$ cat src/rtl/frame_reception.sv
// frame_reception: byte-serial Ethernet-style frame receiver.
// Hunts for preamble + SFD, filters on destination address and EtherType,
// captures source address, EtherType and a 32-bit payload word, and checks
// a 4-byte frame check sequence. Each frame ends with a one-cycle rx_valid
// (fields updated) or a one-cycle rx_error with a cause code.
//
// Ports:
//   clk          - single clock
//   rst_n        - synchronous active-low reset
//   rx_in        - received byte
//   rx_dv        - rx_in valid; high for the whole frame
//   data_out     - payload word, first byte in [31:24]
//   src_addr_out - source address, first byte in [47:40]
//   eth_type_out - EtherType, first byte in [15:8]
//   rx_valid     - one-cycle good-frame pulse
//   rx_error     - one-cycle frame-error pulse
//   err_code     - 00 none, 01 FCS mismatch, 10 truncated, 11 EtherType mismatch
//   busy         - receiver is not idle
module frame_reception #(
  parameter logic [47:0] LOCAL_ADDR   = 48'h02_00_00_00_00_01,
  parameter bit          ACCEPT_BCAST = 1'b1,
  parameter logic [15:0] ETH_TYPE     = 16'h0800,
  parameter int unsigned MIN_PREAMBLE = 2
) (
  input  logic        clk,
  input  logic        rst_n,
  input  logic [7:0]  rx_in,
  input  logic        rx_dv,
  output logic [31:0] data_out,
  output logic [47:0] src_addr_out,
  output logic [15:0] eth_type_out,
  output logic        rx_valid,
  output logic        rx_error,
  output logic [1:0]  err_code,
  output logic        busy
);

  localparam int unsigned BYTE_W = 8;
  localparam int unsigned CNT_W  = 3;
  localparam int unsigned PRE_W  = 4;

  localparam logic [BYTE_W-1:0] PRE_BYTE   = 8'h55;
  localparam logic [BYTE_W-1:0] SFD_BYTE   = 8'hD5;
  localparam logic [PRE_W-1:0]  PRE_MAX    = 4'hF;
  localparam logic [PRE_W-1:0]  PRE_MIN    = PRE_W'(MIN_PREAMBLE);
  localparam logic [31:0]       FCS_SEED   = 32'hFFFF_FFFF;
  localparam logic [47:0]       BCAST_ADDR = 48'hFFFF_FFFF_FFFF;

  localparam logic [CNT_W-1:0] DEST_LAST = 3'd5;
  localparam logic [CNT_W-1:0] SRC_LAST  = 3'd5;
  localparam logic [CNT_W-1:0] TYPE_LAST = 3'd1;
  localparam logic [CNT_W-1:0] PAY_LAST  = 3'd3;
  localparam logic [CNT_W-1:0] FCS_LAST  = 3'd3;

  localparam logic [1:0] ERR_NONE  = 2'b00;
  localparam logic [1:0] ERR_FCS   = 2'b01;
  localparam logic [1:0] ERR_TRUNC = 2'b10;
  localparam logic [1:0] ERR_TYPE  = 2'b11;

  typedef enum logic [2:0] {
    S_IDLE,
    S_PREAMBLE,
    S_DEST,
    S_SRC,
    S_TYPE,
    S_PAYLOAD,
    S_FCS,
    S_DROP
  } state_t;

  state_t             state_q, state_d;
  logic [CNT_W-1:0]   cnt_q, cnt_d;
  logic [PRE_W-1:0]   pre_q, pre_d;
  logic [39:0]        dst_q, dst_d;
  logic [47:0]        src_q, src_d;
  logic [15:0]        type_q, type_d;
  logic [31:0]        data_q, data_d;
  logic [23:0]        fcs_shift_q, fcs_shift_d;
  logic [31:0]        fcs_calc_q, fcs_calc_d;

  logic [31:0]        data_out_d;
  logic [47:0]        src_addr_out_d;
  logic [15:0]        eth_type_out_d;
  logic               rx_valid_d;
  logic               rx_error_d;
  logic [1:0]         err_code_d;
  logic               busy_d;

  logic [47:0]        dest_word;
  logic               addr_ok;
  logic               in_frame;

  // Full destination as it stands once the 6th byte arrives.
  assign dest_word = {dst_q, rx_in};
  assign addr_ok   = (dest_word == LOCAL_ADDR) ||
                     (ACCEPT_BCAST && (dest_word == BCAST_ADDR));
  // States in which an rx_dv drop means the frame was cut short.
  assign in_frame  = (state_q == S_DEST)    || (state_q == S_SRC) ||
                     (state_q == S_TYPE)    || (state_q == S_PAYLOAD) ||
                     (state_q == S_FCS);

  // Next-state, datapath and output decode.
  always_comb begin
    state_d         = state_q;
    cnt_d           = cnt_q;
    pre_d           = pre_q;
    dst_d           = dst_q;
    src_d           = src_q;
    type_d          = type_q;
    data_d          = data_q;
    fcs_shift_d     = fcs_shift_q;
    fcs_calc_d      = fcs_calc_q;
    data_out_d      = data_out;
    src_addr_out_d  = src_addr_out;
    eth_type_out_d  = eth_type_out;
    rx_valid_d      = 1'b0;
    rx_error_d      = 1'b0;
    err_code_d      = err_code;

    if (in_frame && !rx_dv) begin
      state_d    = S_IDLE;
      rx_error_d = 1'b1;
      err_code_d = ERR_TRUNC;
    end else begin
      case (state_q)
        S_IDLE: begin
          if (rx_dv && (rx_in == PRE_BYTE)) begin
            state_d = S_PREAMBLE;
            pre_d   = PRE_W'(1);
          end
        end

        S_PREAMBLE: begin
          if (!rx_dv) begin
            state_d = S_IDLE;
          end else if (rx_in == PRE_BYTE) begin
            if (pre_q != PRE_MAX) pre_d = pre_q + 4'd1;
          end else if ((rx_in == SFD_BYTE) && (pre_q >= PRE_MIN)) begin
            state_d    = S_DEST;
            fcs_calc_d = FCS_SEED;
          end else begin
            state_d = S_IDLE;
          end
        end

        S_DEST: begin
          dst_d = {dst_q[31:0], rx_in};
          cnt_d = cnt_q + 3'd1;
          if (cnt_q == DEST_LAST) state_d = addr_ok ? S_SRC : S_DROP;
        end

        S_SRC: begin
          src_d = {src_q[39:0], rx_in};
          cnt_d = cnt_q + 3'd1;
          if (cnt_q == SRC_LAST) state_d = S_TYPE;
        end

        S_TYPE: begin
          type_d = {type_q[7:0], rx_in};
          cnt_d  = cnt_q + 3'd1;
          if (cnt_q == TYPE_LAST) begin
            if ({type_q[7:0], rx_in} != ETH_TYPE) begin
              state_d    = S_DROP;
              rx_error_d = 1'b1;
              err_code_d = ERR_TYPE;
            end else begin
              state_d = S_PAYLOAD;
            end
          end
        end

        S_PAYLOAD: begin
          // Only payload bytes feed the check value; the seed shifts out.
          data_d     = {data_q[23:0], rx_in};
          fcs_calc_d = (fcs_calc_q << 8) ^ {24'h0, rx_in};
          cnt_d      = cnt_q + 3'd1;
          if (cnt_q == PAY_LAST) state_d = S_FCS;
        end

        S_FCS: begin
          fcs_shift_d = {fcs_shift_q[15:0], rx_in};
          cnt_d       = cnt_q + 3'd1;
          if (cnt_q == FCS_LAST) begin
            state_d = S_DROP;
            if ({fcs_shift_q, rx_in} == fcs_calc_q) begin
              rx_valid_d     = 1'b1;
              err_code_d     = ERR_NONE;
              data_out_d     = data_q;
              src_addr_out_d = src_q;
              eth_type_out_d = type_q;
            end else begin
              rx_error_d = 1'b1;
              err_code_d = ERR_FCS;
            end
          end
        end

        S_DROP: begin
          if (!rx_dv) state_d = S_IDLE;
        end

        default: state_d = S_IDLE;
      endcase
    end

    // Byte counter restarts on every state change.
    if (state_d != state_q) cnt_d = '0;

    busy_d = (state_d != S_IDLE);
  end

  // State, datapath and output registers.
  always_ff @(posedge clk) begin
    if (!rst_n) begin
      state_q      <= S_IDLE;
      cnt_q        <= '0;
      pre_q        <= '0;
      dst_q        <= '0;
      src_q        <= '0;
      type_q       <= '0;
      data_q       <= '0;
      fcs_shift_q  <= '0;
      fcs_calc_q   <= FCS_SEED;
      data_out     <= '0;
      src_addr_out <= '0;
      eth_type_out <= '0;
      rx_valid     <= 1'b0;
      rx_error     <= 1'b0;
      err_code     <= ERR_NONE;
      busy         <= 1'b0;
    end else begin
      state_q      <= state_d;
      cnt_q        <= cnt_d;
      pre_q        <= pre_d;
      dst_q        <= dst_d;
      src_q        <= src_d;
      type_q       <= type_d;
      data_q       <= data_d;
      fcs_shift_q  <= fcs_shift_d;
      fcs_calc_q   <= fcs_calc_d;
      data_out     <= data_out_d;
      src_addr_out <= src_addr_out_d;
      eth_type_out <= eth_type_out_d;
      rx_valid     <= rx_valid_d;
      rx_error     <= rx_error_d;
      err_code     <= err_code_d;
      busy         <= busy_d;
    end
  end

endmodule

$ cat config.mk
export PLATFORM = sky130hd
export DESIGN_NAME = frame_reception
export DESIGN_NICKNAME = d
export VERILOG_FILES = /design/src/rtl/frame_reception.sv
export SDC_FILE = /design/constraint.sdc
export NUM_CORES = 1
export LEC_CHECK = 0
export ABC_AREA = 1
export ABC_CLOCK_PERIOD_IN_PS = 4300
export CORE_ASPECT_RATIO = 0.6
export CORE_MARGIN = 8
export CORE_UTILIZATION = 35
export CTS_BUF_LIST = sky130_fd_sc_hd__clkbuf_2
export CTS_CLUSTER_DIAMETER = 120
export CTS_CLUSTER_SIZE = 10
export DETAILED_ROUTE_END_ITERATION = 6
export PLACE_DENSITY = 0.65
export SETUP_SLACK_MARGIN = 0.2
export SLEW_MARGIN = 40
export SYNTH_ARGS = -nofsm -noshare
export SYNTH_HDL_FRONTEND = slang
export SYNTH_SLANG_ARGS = --single-unit
export TNS_END_PERCENT = 5
$ cat constraint.sdc
create_clock -name clk -period 4.3 [get_ports clk]
set_input_delay 0.645 -clock clk [delete_from_list [all_inputs] [get_ports clk]]
set_output_delay 0.645 -clock clk [all_outputs]
set_load 0.01 [all_outputs]
After elaboration in Yosys (flattened, before gate mapping)
Cells that the tools add are included.
- output and inout port bits: 101
- input bits: 11
- flip-flop bits (word level): 303
- word-level logic and storage cells: 121
- bitwise logic cells: 5
- reduce and logical (&&, ||, !) cells: 30
- multiplexer cells: 36
- add/subtract/negate cells: 2
- $lt $le $gt $ge: 1
- eq/ne operators: 30
- operators with widths (cell ; count):
    32-bit two-way mux ; 3
    32-bit one-hot mux with 2 select lines ; 1
    48-bit by 42-bit == test with 1-bit output (second input constant) ; 1
    48-bit == test (second input constant) ; 1
    3-bit two-way mux ; 11
    32-bit == test ; 1
    32-bit by 8-bit bitwise XOR with 32-bit output ; 1
    3-bit one-hot mux with 8 select lines ; 1
    4-bit two-way mux ; 4
    16-bit by 12-bit inequality test with 1-bit output (second input constant) ; 1
    3-bit == test (second input constant) ; 5
    2-bit two-way mux ; 6
    2-bit inequality test (second input constant) ; 6
    2-bit AND reduction ; 6
    4-bit AND reduction ; 3
    3-bit by 2-bit == test with 1-bit output (second input constant) ; 3
    3-bit by 1-bit inequality test with 1-bit output (second input constant) ; 3
    8-bit by 7-bit == test with 1-bit output (second input constant) ; 1
    8-bit == test (second input constant) ; 1
    4-bit one-hot mux with 2 select lines ; 1
    1-bit two-way mux ; 7
    3-bit by 1-bit == test with 1-bit output (second input constant) ; 2
    2-bit by 1-bit inequality test with 1-bit output (second input constant) ; 3
    6-bit AND reduction ; 1
    18 further kinds ; 31

Logic depth before layout (Yosys ltp)
Gate-level depths: netlist of the first run.
- depth in word-level cells: 9
- depth in mapped cells: 14
- depth with buffers taken out: 14

Least setup slack after synthesis of the first run
Ideal clock, no wire load.
- path kind: input to register
- from: input rx_in[2]
- to: register src_addr_out[38]
- stages on the path: 10
- slack: 2462 ps
- arrival: 1725 ps
- path buffers: 2
- setup time: 113 ps
- required time: 4187 ps
- path through: xnor2_1 > nand3_1 > nor2_1 > nand4_1 > nor2_4 > buf_4 > buf_4 > nand4_1 > nand2_1 > nor2_1
- word-level cells in the longest chain between the ends: 2
- RTL lines (item ; RTL line ; RTL):
    start, declared ; 27 ; input logic [7:0] rx_in,
    32-bit == test ; 185 ; if ({fcs_shift_q, rx_in} == fcs_calc_q) begin
    4-bit AND reduction (no source line) ; n/a ;
    end signal, assigned ; 242 ; src_addr_out <= src_addr_out_d;
    end, declared ; 30 ; output logic [47:0] src_addr_out,
Every way passes these cells.
A chain may end at the register's enable or synchronous reset.

Final worst setup path of the first run
- from: register eth_type_out[12]
- to: output eth_type_out[12]
- RTL lines (item ; RTL line ; RTL):
    start, declared ; 31 ; output logic [15:0] eth_type_out,
    start signal, assigned ; 243 ; eth_type_out <= eth_type_out_d;
No word-level cell between the ends.

==> results by group, run 1 <==
Job
  – Number of max-cap violations: 0

Timing
  – Rel. slew slack: 43.7%
  – Worst-Margin Slew: 0.845 ns
  – Final min period: 2.51 ns
  – RSZ-0062 raised after global routing: no
  – TNS Setup: 0 ns
  – Final Skew: 0.0595 ns
  – Tcrit/Tclk final: 58.4%
  – Final hold vios: 0
  – Slew Limit Fails: 0
  – Final setup fails: 0
  – Maximum clock rate: 398 MHz

CTS
  – Post-CTS resize count: 0
  – Clock Sinks: 303
  – Longest Clk Path Bufs: 3
  – Buffer count from post-CTS setup fixing: 0
  – Root buf cell: clkbuf_2
  – TritonCTS Buffers: 36
  – CTS tree: yes
  – H-tree Lvls: 2
  – Clk pin slew, worst setup/hold paths: 0.19 ns
  – Worst skew pair latency: 0.84 ns
  – Hold-fix buffers at CTS: 0

Floorplan
  – Core area: 0.0349 sq mm
  – Die Area: 0.0418 sq mm
  – Initial Util: 35.4%
  – Die Span Y: 162 um
  – IO Pins: 112
  – Die width: 259 um
  – Number of core rows: 53

Place
  – Port bufs: 111
  – Detailed placement HPWL: 22600 um
  – Routability cong.: 0.906

GRT
  – Pin count of the biggest net entering global routing: 184
  – Gr ovfl total: 0
  – Initial antenna violation count: 0
  – GRT Total Usage: 16.0%
  – Vias in the first global route: 10300
  – Global-route wire length before repair: 55800 um

Yosys
  – Sequential share of the synthesized area: 49.0%
  – Compound-Gate Fraction of Synth Area: 14.4%
  – Ys Warns: 0
  – Post-Synth XOR/XNOR Area: 1.91%
  – Adder-cell share of the synthesized area: 0.506%
  – Cells after Synth: 1688
  – Top cell type's share of synthesized area: 49.0%
  – Synth Area in Simple Gates: 25.2%
  – Top post-synthesis cells by area: dfxtp_1 (49%), nor2_1 (11%), o21ai_0 (7.5%)
  – Post-Syn Area: 0.0124 sq mm
  – Main combinational cell family by area after synthesis: simple AND/OR/NAND/NOR gates
  – Mux cell area share after synthesis: 0%
  – Synth cell types: 31
  – Syn Nets: 1704
  – Avg Cell Area, Syn: 7.33 sq um
  – Seq cells post-synth: 303
  – Top cell type by total area after synthesis: dfxtp_1

Final layout
  – Nets: 1755
  – Fraction of layout cells with a size suffix above 1: 4.95%
  – Finished Core Util: 39.9%
  – Most frequent cells in the layout: nor2_1 (351), dfxtp_1 (303), nand2_1 (231), o21ai_0 (186), inv_1 (143)
  – Antenna diodes: 0
  – Syn-to-layout area delta: 12.6%
  – Commonest non-fill, non-tap cell in the layout: nor2_1

Routing
  – 1st-iter DRT viols: 1226
  – Post-route ant nets: 0
  – Via Count: 11100
  – DRC viols: 0
  – WL/cell: 15.4 um
  – Via density: 5.02
  – TritonRoute pass-1 iters: 5
  – Drt total wl: 34000 um

Setup path
  – Cell breakdown of the critical path: clkdlybuf4s50_1
  – Worst Path Required: 3.65 ns
  – Max stage delay on crit path: 0.58 ns
  – CP delay by family, top: buffers and inverters
  – Setup CP Type: flop to output pin
  – Critical Path Slowest Stage Cell: clkdlybuf4s50_1
  – Crit path max fanout: 2
  – Buffers and inverters on the worst path: 1
  – Setup crit end kind: output pin
  – Worst EP arrival: 1.87 ns
  – Crit start category: flop

Power and ir drop
  – Max VDD drop: 0.147 mV
  – Pleak: 5.25 nW
  – PD cells: 294 mW/mm^2

Min path
  – Worst min path class: input port to flop

Status
  – Run status: finished, final reports clean
per-layer routing:
layer / track usage [%] / wire (um) / share of wire, %
met4: 3.31 / 490 / 1.4
met5: 0 / 0 / 0
met1: 24.2 / 17100 / 50
met2: 22.6 / 13800 / 41
met3: 3.58 / 2580 / 7.6
power breakdown:
group          switching [mW]  total [mW]  internal (mW)  leakage [nW]
registers           0.0000923        2.81           2.81          2.44
clock network           0.944        1.17          0.228         0.158
logic                  0.0851       0.116         0.0313          2.65
total                    1.03        4.10           3.07          5.25
flip-flops by register name, indices dropped and copies added, names as in the netlist:
name and cells:
cnt_q 3, busy 1, fcs_calc_q 32, eth_type_out 16, state_q 3, err_code 2, data_out 32, dst_q 40
type_q 16, pre_q 4, fcs_shift_q 24, data_q 32, src_addr_out 48, rx_valid 1, rx_error 1, src_q 48
worst paths after layout:
path	from	slack [ns]	end	depth (start not counted)
max	eth_type_out[12]	1.79	eth_type_out[12]	1
min	rst_n	0.22	eth_type_out[14]	3
max reg2reg	fcs_shift_q[22]	1.90	src_addr_out[45]	11
min reg2reg	src_q[35]	0.47	src_q[43]	2
cell usage after synthesis:
| cell type | number |
|---|---|
| xor2_1 | 13 |
| inv_1 | 143 |
| ha_1 | 5 |
| and2_1 | 1 |
| nor3_1 | 5 |
| clkbuf_1 | 52 |
| nand2_1 | 231 |
| o21ai_0 | 186 |
| a31oi_1 | 1 |
| buf_4 | 4 |
| dfxtp_1 | 303 |
| nand4_1 | 101 |
| buf_1 | 21 |
| buf_6 | 4 |
| clkinv_1 | 2 |
| nand2_2 | 1 |
| o22ai_1 | 14 |
| buf_2 | 32 |
| nor2_4 | 2 |
| nor2_1 | 355 |
| inv_2 | 10 |
| a21oi_1 | 134 |
| a22oi_1 | 1 |
| nand3_1 | 28 |
| nor2_2 | 11 |
| xnor2_1 | 14 |
| a211oi_1 | 1 |
| o21ai_1 | 1 |
| buf_8 | 1 |
| nand3_2 | 2 |
| o211ai_1 | 9 |
kinds of logic after synthesis:
logic type / Yosys count
compound gates: 347
xor+xnor: 27
fa+ha+maj: 5
buf+inv: 269
flops: 303
simple gates: 737
layout make-up:
cell class              instances  area [sq um]
fillers                      3659         21000
flip-flops and latches        303          6070
multi-input cells            1116          5240
repair buffers                127          1270
well taps                     467           584
inverters                     155           582
clock buffers                  37           185
clock inverters                 1          8.76
per-stage QoR:
step           setup slack [ns]  cell area (sq um)  power (mW)  std cells  hold slack, ns
2_1_floorplan              2.46              12400        2.94       1688           0.441
3_3_place_gp               1.22              13700        2.98       2168           0.455
3_5_place_dp               1.18              13700        2.99       2168           0.462
4_1_cts                    1.68              13900        4.16       2206           0.115
5_1_grt                    1.67              13900        4.29       2206           0.150
6_report                   1.79              13900        4.10       2206           0.222
No activity file was read; power rests on OpenSTA's default activity.
==> run 2: changes to the inputs <==
- ABC_CLOCK_PERIOD_IN_PS: 4300 -> 2500
- clock period: 4.3 -> 2.5 ns (I/O delays scaled with it)
==> run 2 against run 1 <==
  * Cell count rose by 1.8%
  * Sequential share of layout area is 1.4 points lower
  * Power grew 75%
  * Wire length rose by 0.39%
  * Via count is 0.89% higher
  * Combinational power grew 96%
  * Critical path type unchanged
  * Critical endpoint is now src_addr_out[41]
==> results by group, run 2 (synthesized netlist as in run 1, its figures left out) <==
Final layout
  – Multi-input logic area: 0.00524 sq mm
  – Syn-to-layout area delta: 16.6%
  – Antenna diodes: 0
  – Layout fillers: 3574
  – Commonest non-fill, non-tap cell in the layout: nor2_1
  – FF/Latch Area: 0.00607 sq mm
  – Most frequent cells in the layout: nor2_1 (351), dfxtp_1 (298), nand2_1 (231), o21ai_0 (186), inv_1 (143)
  – Top Registers: src_addr_out: 48 flops, src_q: 48 flops, dst_q: 40 flops
  – Fraction of layout cells with a size suffix above 1: 7.26%
  – Nets: 1793
  – Post-layout instance area: 0.0144 sq mm

Timing
  – Hold WS: 0.282 ns
  – Final hold vios: 0
  – Worst-Margin Slew: 0.677 ns
  – Final setup fails: 0
  – Rel. slew slack: 54.9%
  – Final min period: 2.20 ns
  – Slew Limit Fails: 0
  – Final Skew: 0.129 ns
  – Maximum clock rate: 454 MHz
  – RSZ-0062 raised after global routing: yes
  – Final worst setup slack: 0.297 ns
  – Tcrit/Tclk final: 88.1%

Setup path
  – Crit start category: flop
  – Crit path max fanout: 2
  – Worst R2R Path Depth: 10
  – Number of stages on the worst setup path: 1
  – Setup CP Type: flop to output pin
  – Max stage delay on crit path: 0.56 ns
  – Reg2Reg Setup Slack: 0.41 ns
  – CP delay by family, top: buffers and inverters
  – Launch point of the critical path: src_addr_out[41]
  – Setup crit end kind: output pin
  – Critical Path Slowest Stage Cell: clkdlybuf4s50_1
  – Cell breakdown of the critical path: clkdlybuf4s50_1
  – Worst EP arrival: 1.83 ns
  – End of the worst register-to-register path: eth_type_out[0]
  – Worst Path Required: 2.12 ns
  – Buffers and inverters on the worst path: 1
  – CP endpoint: src_addr_out[41]
  – Worst r2r src: fcs_shift_q[4]

Status
  – Run status: finished, final reports clean

Floorplan
  – Initial Util: 35.4%
  – Number of core rows: 53
  – Die width: 259 um
  – Core area: 0.0349 sq mm
  – Die Span Y: 162 um
  – IO Pins: 112
  – Die Area: 0.0418 sq mm

GRT
  – Gr ovfl total: 0
  – Pin count of the biggest net entering global routing: 84
  – Global-route wire length before repair: 54700 um
  – GRT Total Usage: 15.8%
  – Initial antenna violation count: 0
  – Vias in the first global route: 10200

Routing
  – Drt total wl: 34100 um
  – Post-route ant nets: 0
  – DRC viols: 0
  – WL/cell: 15.2 um
  – Via Count: 11200
  – 1st-iter DRT viols: 1048
  – TritonRoute pass-1 iters: 5
  – Via density: 4.98

CTS
  – Worst skew pair latency: 0.87 ns
  – H-tree Lvls: 2
  – Longest Clk Path Bufs: 3
  – CTS tree: yes
  – Clock Sinks: 303
  – Root buf cell: clkbuf_2
  – Clk pin slew, worst setup/hold paths: 0.19 ns
  – TritonCTS Buffers: 36

Power and ir drop
  – Max VDD drop: 0.265 mV
  – Net switching power: 1.78 mW
  – Comb power frac: 3.2%
  – Proportion of power drawn by the clock network: 29.5%
  – PD cells: 498 mW/mm^2
  – Pleak: 5.52 nW
  – Net Sw Frac: 24.8%
  – Total power: 7.18 mW
  – Internal power: 5.40 mW
  – Register share of total power: 67.4%

Place
  – Routability cong.: 0.900
  – Pre-CTS setup slack: -0.0187 ns
  – Port bufs: 111
  – Detailed placement HPWL: 23300 um
  – DP Area: 0.0142 sq mm

Min path
  – Worst min path class: input port to flop

Job
  – Number of max-cap violations: 0
-- run 2: what timing repair did --
| action | in CTS | in global routing |
|---|---|---|
| gates cloned | 0 | 0 |
| setup buffers | 0 | 0 |
| gates resized for setup | 1 | 6 |
| endpoints found under the hold margin | 46 | 0 |
| endpoints found under the setup margin | 12 | 33 |
| hold buffers | 1 | 0 |
-- run 2: layer usage --
metal	up-vias	part of all wire (%)	GRT usage [%]
li1	5647	-	-
met1	5139	50	23.7
met2	329	40	22.0
met3	56	7.8	4.07
met4	0	2.0	4.00
met5	-	0	0
-- run 2: how the worst min path moves through the flow --
stage | from | end | slack (ns) | cells past startpoint
2_1_floorplan | data_q[2] | data_q[10] | 0.44 | 2
3_3_place_gp | fcs_shift_q[23] | fcs_shift_q[23] | 0.45 | 2
3_5_place_dp | src_q[25] | src_q[33] | 0.46 | 2
4_1_cts | rx_in[2] | fcs_calc_q[2] | 0.21 | 3
5_1_grt | rx_in[2] | fcs_calc_q[2] | 0.26 | 3
6_report | rx_in[2] | fcs_calc_q[2] | 0.28 | 3
-- run 2: layout make-up --
class / count / share of cell area (%)
clock inverters: 3 / 0.295
multi-input cells: 1116 / 36.3
well taps: 467 / 4.05
inverters: 155 / 4.03
repair buffers: 165 / 11.9
clock buffers: 36 / 1.25
flip-flops and latches: 303 / 42.1
-- run 2: metrics by stage --
| stage | std cells | utilization [%] | setup TNS (ns) |
|---|---|---|---|
| global route | 2245 | 41.3 | 0 |
| floorplan | 1688 | - | 0 |
| finish | 2245 | 41.3 | 0 |
| global placement | 2205 | 40.6 | 0 |
| CTS | 2245 | 41.2 | 0 |
| detailed placement | 2205 | 40.6 | -0.0187 |
-- run 2: power by group through the flow --
stage | Sequential [mW] | Combinational (mW) | Clock [mW]
detailed placement | 4.94 | 0.225 | 0
finish | 4.84 | 0.227 | 2.12
global placement | 4.94 | 0.225 | 0
CTS | 4.84 | 0.227 | 2.23
global route | 4.84 | 0.249 | 2.41
floorplan | 4.94 | 0.125 | 0
==> run 3: changes to the inputs <==
- ABC_CLOCK_PERIOD_IN_PS: 2500 -> unset
- GPL_ROUTABILITY_DRIVEN: unset -> 1
==> results of run 3 <==
Final layout, timing and power as in run 2 (identical DEF).
